--- config.mk ---
export PLATFORM = sky130hd
export DESIGN_NAME = kmean_stream_loader_flat
export DESIGN_NICKNAME = d
export VERILOG_FILES = /design/src/rtl/kmean_stream_loader_if.sv /design/src/rtl/kmean_stream_loader.sv /design/src/flat_wrapper.sv
export SDC_FILE = /design/constraint.sdc
export NUM_CORES = 1
export LEC_CHECK = 0
export BUFFER_PORTS_ARGS = -buffer_cell sky130_fd_sc_hd__buf_2
export CAP_MARGIN = 20
export CORE_MARGIN = 2
export CORE_UTILIZATION = 56
export CTS_BUF_LIST = sky130_fd_sc_hd__clkbuf_8 sky130_fd_sc_hd__clkbuf_16
export CTS_CLUSTER_DIAMETER = 100
export DETAILED_ROUTE_END_ITERATION = 16
export GPL_TIMING_DRIVEN = 0
export PLACE_DENSITY_LB_ADDON = 0.25
export SLEW_MARGIN = 10
export SYNTH_ARGS = -nofsm -noshare
export SYNTH_HDL_FRONTEND = slang
export SYNTH_SLANG_ARGS = --single-unit
--- constraint.sdc ---
create_clock -name clk -period 3.7 [get_ports clk]
set_input_delay 0 -clock clk [delete_from_list [all_inputs] [get_ports clk]]
set_output_delay 0 -clock clk [all_outputs]
set_load 0.05 [all_outputs]
--- src/rtl/kmean_stream_loader_if.sv ---
// kmean_stream_loader_if: stream input, config outputs and pixel-memory write port of the loader.
// The slave side is the loader itself; the master side is the stream source and the memory/engine.
interface kmean_stream_loader_if #(
    parameter int PIX_W = 24,
    parameter int AW    = 14
);
    logic [PIX_W-1:0] sin;
    logic             compute_done;
    logic [4:0]       cfg_k;
    logic [AW-1:0]    cfg_size;
    logic             cfg_err;
    logic             mem_we;
    logic [AW-1:0]    mem_addr;
    logic [PIX_W-1:0] mem_wdata;
    logic             start;
    logic             busy;
    logic             strb;
    modport master (
        output sin, compute_done,
        input  cfg_k, cfg_size, cfg_err, mem_we, mem_addr, mem_wdata, start, busy, strb
    );
    modport slave (
        input  sin, compute_done,
        output cfg_k, cfg_size, cfg_err, mem_we, mem_addr, mem_wdata, start, busy, strb
    );
endinterface

--- src/rtl/kmean_stream_loader.sv ---
// kmean_stream_loader: config + pixel stream receiver feeding the k-means pixel memory.
// Define LOADER_CFG_CHECK_EN to flag bad config words on cfg_err and clamp bad sizes.
module kmean_stream_loader #(
    parameter int DATA_SIZE = 10000,
    parameter int PIX_W     = 24,
    parameter int AW        = $clog2(DATA_SIZE)
) (
    input logic                  clk,
    input logic                  reset,
    kmean_stream_loader_if.slave bus
);
    typedef enum logic [2:0] {SKIP, CFG, LOAD, RUN, DONE} state_t;
    state_t        state, nxt;
    logic [AW-1:0] cnt, size_d;
    logic [4:0]    k_d;
    logic          err_d, go;
`ifdef LOADER_CFG_CHECK_EN
    localparam logic [AW:0] DMAX = (AW+1)'(DATA_SIZE);
    logic bad_size;
    always_comb begin
        bad_size = bus.sin[AW-1:0] == '0 || {1'b0, bus.sin[AW-1:0]} > DMAX;
        size_d   = bad_size ? DMAX[AW-1:0] : bus.sin[AW-1:0];
        err_d    = bad_size || |bus.sin[PIX_W-1:AW+4];
    end
`else
    assign size_d = bus.sin[AW-1:0];
    assign err_d  = 1'b0;
`endif
    assign k_d = bus.sin[AW+3:AW] == 4'd0 ? 5'd16 : {1'b0, bus.sin[AW+3:AW]};
    always_comb begin
        nxt = state;
        case (state)
            SKIP:    nxt = CFG;
            CFG:     nxt = size_d == '0 ? RUN : LOAD;
            LOAD:    nxt = cnt == bus.cfg_size - AW'(1) ? RUN : LOAD;
            RUN:     nxt = bus.compute_done ? DONE : RUN;
            default: nxt = CFG;
        endcase
    end
    always_ff @(posedge clk) state <= reset ? SKIP : nxt;
    // go marks the first RUN cycle so start lands right after the last write
    always_ff @(posedge clk) begin
        if (reset) begin
            cnt           <= '0;
            go            <= 1'b0;
            bus.cfg_k     <= 5'd16;
            bus.cfg_size  <= '0;
            bus.cfg_err   <= 1'b0;
            bus.mem_we    <= 1'b0;
            bus.mem_addr  <= '0;
            bus.mem_wdata <= '0;
            bus.start     <= 1'b0;
            bus.busy      <= 1'b0;
            bus.strb      <= 1'b0;
        end else begin
            go         <= nxt == RUN && state != RUN;
            bus.start  <= go;
            bus.strb   <= state == RUN && bus.compute_done;
            bus.busy   <= nxt inside {LOAD, RUN, DONE};
            bus.mem_we <= state == LOAD;
            if (state == CFG) begin
                cnt          <= '0;
                bus.cfg_k    <= k_d;
                bus.cfg_size <= size_d;
                bus.cfg_err  <= err_d;
            end
            if (state == LOAD) begin
                cnt           <= cnt + AW'(1);
                bus.mem_addr  <= cnt;
                bus.mem_wdata <= bus.sin;
            end
        end
    end
endmodule

--- src/flat_wrapper.sv ---
// flat-port wrapper written by rule: the top's interface ports become plain ports
module kmean_stream_loader_flat 
#(
    parameter int DATA_SIZE = 10000,
    parameter int PIX_W     = 24,
    parameter int AW        = $clog2(DATA_SIZE)
)
  (clk, reset, bus_sin, bus_compute_done, bus_cfg_k, bus_cfg_size, bus_cfg_err, bus_mem_we, bus_mem_addr, bus_mem_wdata, bus_start, bus_busy, bus_strb);
  kmean_stream_loader_if #(.PIX_W(PIX_W), .AW(AW)) bus_i ();
  input logic clk;
  input logic reset;
  input wire logic [$bits(bus_i.sin)-1:0] bus_sin;
  input wire logic [$bits(bus_i.compute_done)-1:0] bus_compute_done;
  output wire logic [$bits(bus_i.cfg_k)-1:0] bus_cfg_k;
  output wire logic [$bits(bus_i.cfg_size)-1:0] bus_cfg_size;
  output wire logic [$bits(bus_i.cfg_err)-1:0] bus_cfg_err;
  output wire logic [$bits(bus_i.mem_we)-1:0] bus_mem_we;
  output wire logic [$bits(bus_i.mem_addr)-1:0] bus_mem_addr;
  output wire logic [$bits(bus_i.mem_wdata)-1:0] bus_mem_wdata;
  output wire logic [$bits(bus_i.start)-1:0] bus_start;
  output wire logic [$bits(bus_i.busy)-1:0] bus_busy;
  output wire logic [$bits(bus_i.strb)-1:0] bus_strb;
  assign bus_i.sin = bus_sin;
  assign bus_i.compute_done = bus_compute_done;
  assign bus_cfg_k = bus_i.cfg_k;
  assign bus_cfg_size = bus_i.cfg_size;
  assign bus_cfg_err = bus_i.cfg_err;
  assign bus_mem_we = bus_i.mem_we;
  assign bus_mem_addr = bus_i.mem_addr;
  assign bus_mem_wdata = bus_i.mem_wdata;
  assign bus_start = bus_i.start;
  assign bus_busy = bus_i.busy;
  assign bus_strb = bus_i.strb;
  kmean_stream_loader #(.DATA_SIZE(DATA_SIZE), .PIX_W(PIX_W), .AW(AW)) u_core (.clk(clk), .reset(reset), .bus(bus_i));
endmodule
==> results.yml <==
global_route:
  grt_start_max_net_pins: 15
  grt_pass1_vias: 3221
  track_usage: 0.301
  grt.overflow.total: 0
  grt_pass1_wl_mm: 15.1
  antenna_found_initial: 0
worst_setup_path:
  required_ps: 3950
  worst_path_max_delay_cell: "or4b_1"
  critPathKind: "reg -> reg"
  crit_chain: "inv_1 -> ha_1 -> or4b_1 -> or4_1 -> a211o_1 -> nand3_1 -> nand4_2 -> a2111oi_2"
  cp-start-kind: "flip-flop"
  critPathMaxStageDelay_ps: 560
  crit_path_end_kind: "flip-flop"
  cp.arrival_ps: 2970
  worstPathMaxFanout: 6
logic_synthesis:
  synth.distinct_cells: 47
  syn-num-nets: 460
  ys_warn_count: 0
  async_flop_share: 0
  synthFlopType: "dfxtp_1"
  yosysTopAreaCell: "dfxtp_1"
  avgSynthCellArea_sq_um: 7.86
  synth_top_area_share: 0.467
  yosysMostFrequentCell: "nand2_1"
  synth-edff-count: 0
  synthCells: 431
  ys_ff_latch: 79
  ys_seq_area_frac: 0.467
  syn-cell-area_sq_um: 3390
  synth_top_cells_by_count: "nand2_1 (119), dfxtp_1 (79), a21oi_1 (62)"
  netlist_top_cells_area: "dfxtp_1 (47%), nand2_1 (13%), a21oi_1 (9.2%), clkbuf_1 (3.1%), nor2_1 (2.7%)"
pwr:
  combPwrFrac: 0.234
  p_per_area_nw_per_um2: 493
  seqPwrFrac: 0.429
  p_sw_w: 0.000713
  p_sw_frac: 0.329
  max-vdd-ir-drop_v: 0.000354
  leakage_nw: 1.82
  clkPwrFrac: 0.337
  internal_power_w: 0.00145
clock_tree:
  clk_latency_ps: 360
  cts.sinks: 79
  cts_tree: "done"
  cts_max_level: 3
  clockBufferDepth: 2
  clock-root-buffer: "clkbuf_8"
  cts.reportedPaths.clkPinSlew_ps: 70
  numCtsBuffers: 9
cells_and_area:
  layout-drive-gt1-share: 0.206
  final_area_sq_um: 4390
  area_growth_pct: 29.7
  ff_latch_area_sq_um: 1580
  fillers: 467
  antenna_cells: 0
  nets: 582
  multi_input_area_sq_um: 1650
sta:
  slew_headroom: 0.512
  skew_ps: 10.5
  timing.final.setup_violations: 0
  period_minus_slack_ps: 2720
  tightest_slew_ps: 728
  rsz0062_at_grt: "false"
  finalMaxSlewViolations: 0
  fin_setup_tns_ps: 0
  fmax_mhz: 367
  fin_crit_sh: 0.736
  hold_viol: 0
  whs_ps: 62.0
routing:
  ant_nets: 0
  drt_pre_antenna_iters: 5
  wirelength_mm: 9.62
  top_layer: "met4"
  drt_iter0_markers: 290
  wl_met2_mm: 4.63
  vias_per_cell: 5.55
  wire_per_inst_um: 15.2
  wl_met3_um: 771
  drc: 0
  vias: 3511
  wl_met1_mm: 3.94
floorplan:
  die_w_um: 81.8
  die_area_sq_um: 6690
  core_area_sq_um: 5890
  io-pin-count: 89
  rows: 28
  die_h_um: 81.8
  initial_utilization: 0.576
outcome:
  status: "finished clean"
min_path:
  hp-class: "in -> reg"
place:
  place_area_sq_um: 3910
  io_buffers: 86
  place_congestion: 0.850
  hpwl_mm: 6.62
flow_run:
  drv_cap: 0
[metal layers]
metal,track usage,vias up
met3,0.0582,33
met2,0.497,177
met1,0.385,1596
li1,-,1705
met5,0,-
met4,0.130,0
[through the flow]
step | power [W] | instances | setup slack (ps) | util
after floorplan | 0.00130 | 431 | 1100 | -
after global placement | 0.00141 | 592 | 1170 | 0.665
after detailed placement | 0.00142 | 592 | 1070 | 0.665
after CTS | 0.00216 | 633 | 1010 | 0.747
after global routing | 0.00224 | 633 | 812 | 0.747
final | 0.00216 | 633 | 979 | 0.747
[timing repair]
item	4_1_cts	5_1_grt
buffers inserted	0	0
gates resized for setup	0	0
endpoints found under the hold margin	44	0
hold buffers	25	0
[power groups by stage]
stage	registers [W]	clock network (W)	logic, W
after CTS	0.000927	0.000731	0.000501
after detailed placement	0.000946	0	0.000479
after global placement	0.000945	0	0.000467
after floorplan	0.00108	0	0.000228
final	0.000929	0.000730	0.000507
after global routing	0.000933	0.000763	0.000547
[area by class of cell]
cell class | instances | area share
multi-input combinational | 313 | 0.375
sequential | 79 | 0.360
timing repair buffer | 111 | 0.155
clock buffer | 10 | 0.0313
buffer | 32 | 0.0302
clock inverter | 6 | 0.0214
tap | 75 | 0.0214
inverter | 7 | 0.00598
[critical path, delay by kind of cell (launching register included)]
kind,cells,cell delay [ps]
buffers and inverters,1,110
DFF,1,390
adders and majority gates,1,220
AOI/OAI and AO/OA,2,650
and+or+nand+nor,4,1250
[path summary, 6_finish.rpt]
check	from	depth (start not counted)	endpoint	slack (ps)
worst min-delay path	reset	2	u_core.go$_SDFF_PP0_	60
worst max-delay path	u_core.bus.cfg_size[0]$_SDFFE_PP0P_	8	u_core.go$_SDFF_PP0_	980
worst max register to register	u_core.bus.cfg_size[0]$_SDFFE_PP0P_	8	u_core.go$_SDFF_PP0_	980
worst min register to register	u_core.bus.mem_addr[1]$_SDFFE_PP0P_	2	u_core.bus.mem_addr[1]$_SDFFE_PP0P_	450
[cells in the final DEF (no fill, tap or decap), types with 4 or more instances in the layout]
master | netlist | routed
buf_2 | 1 | 87
a21oi_1 | 62 | 62
or4_1 | 6 | 6
xnor2_1 | 10 | 10
nand2_1 | 119 | 119
nand3_1 | 8 | 8
dlygate4sd3_1 | 0 | 25
clkbuf_1 | 28 | 28
and3_1 | 4 | 4
nor4_1 | 5 | 5
xor2_1 | 7 | 7
clkbuf_8 | 0 | 10
nor3_1 | 11 | 11
dfxtp_1 | 79 | 79
inv_1 | 7 | 7
nand4_1 | 6 | 6
nor2_1 | 24 | 24
or3_1 | 5 | 5
nor2b_1 | 4 | 4
[registers in the layout, indices dropped and copies added (netlist names)]
register	cells
u_core.bus.mem_addr	14
u_core.bus.mem_we	1
u_core.bus.busy	1
u_core.bus.strb	1
u_core.state	3
u_core.bus.cfg_size	14
u_core.bus.mem_wdata	24
u_core.bus.cfg_k	5
u_core.go	1
u_core.cnt	14
u_core.bus.start	1
[cells by family (layout without fill, tap and decap cells)]
kind of cell / after synthesis / after routing / synth area share
muxes: 5 / 5 / 0.0159
xor gates and xnor gates: 17 / 17 / 0.0439
other: 1 / 1 / 0.00111
and+or+nand+nor: 205 / 205 / 0.278
adders and majority gates: 2 / 2 / 0.00738
DFF: 79 / 79 / 0.467
AOI/OAI and AO/OA: 83 / 83 / 0.140
buffers and inverters: 39 / 166 / 0.0469
Power figures use the tool's default switching activity.
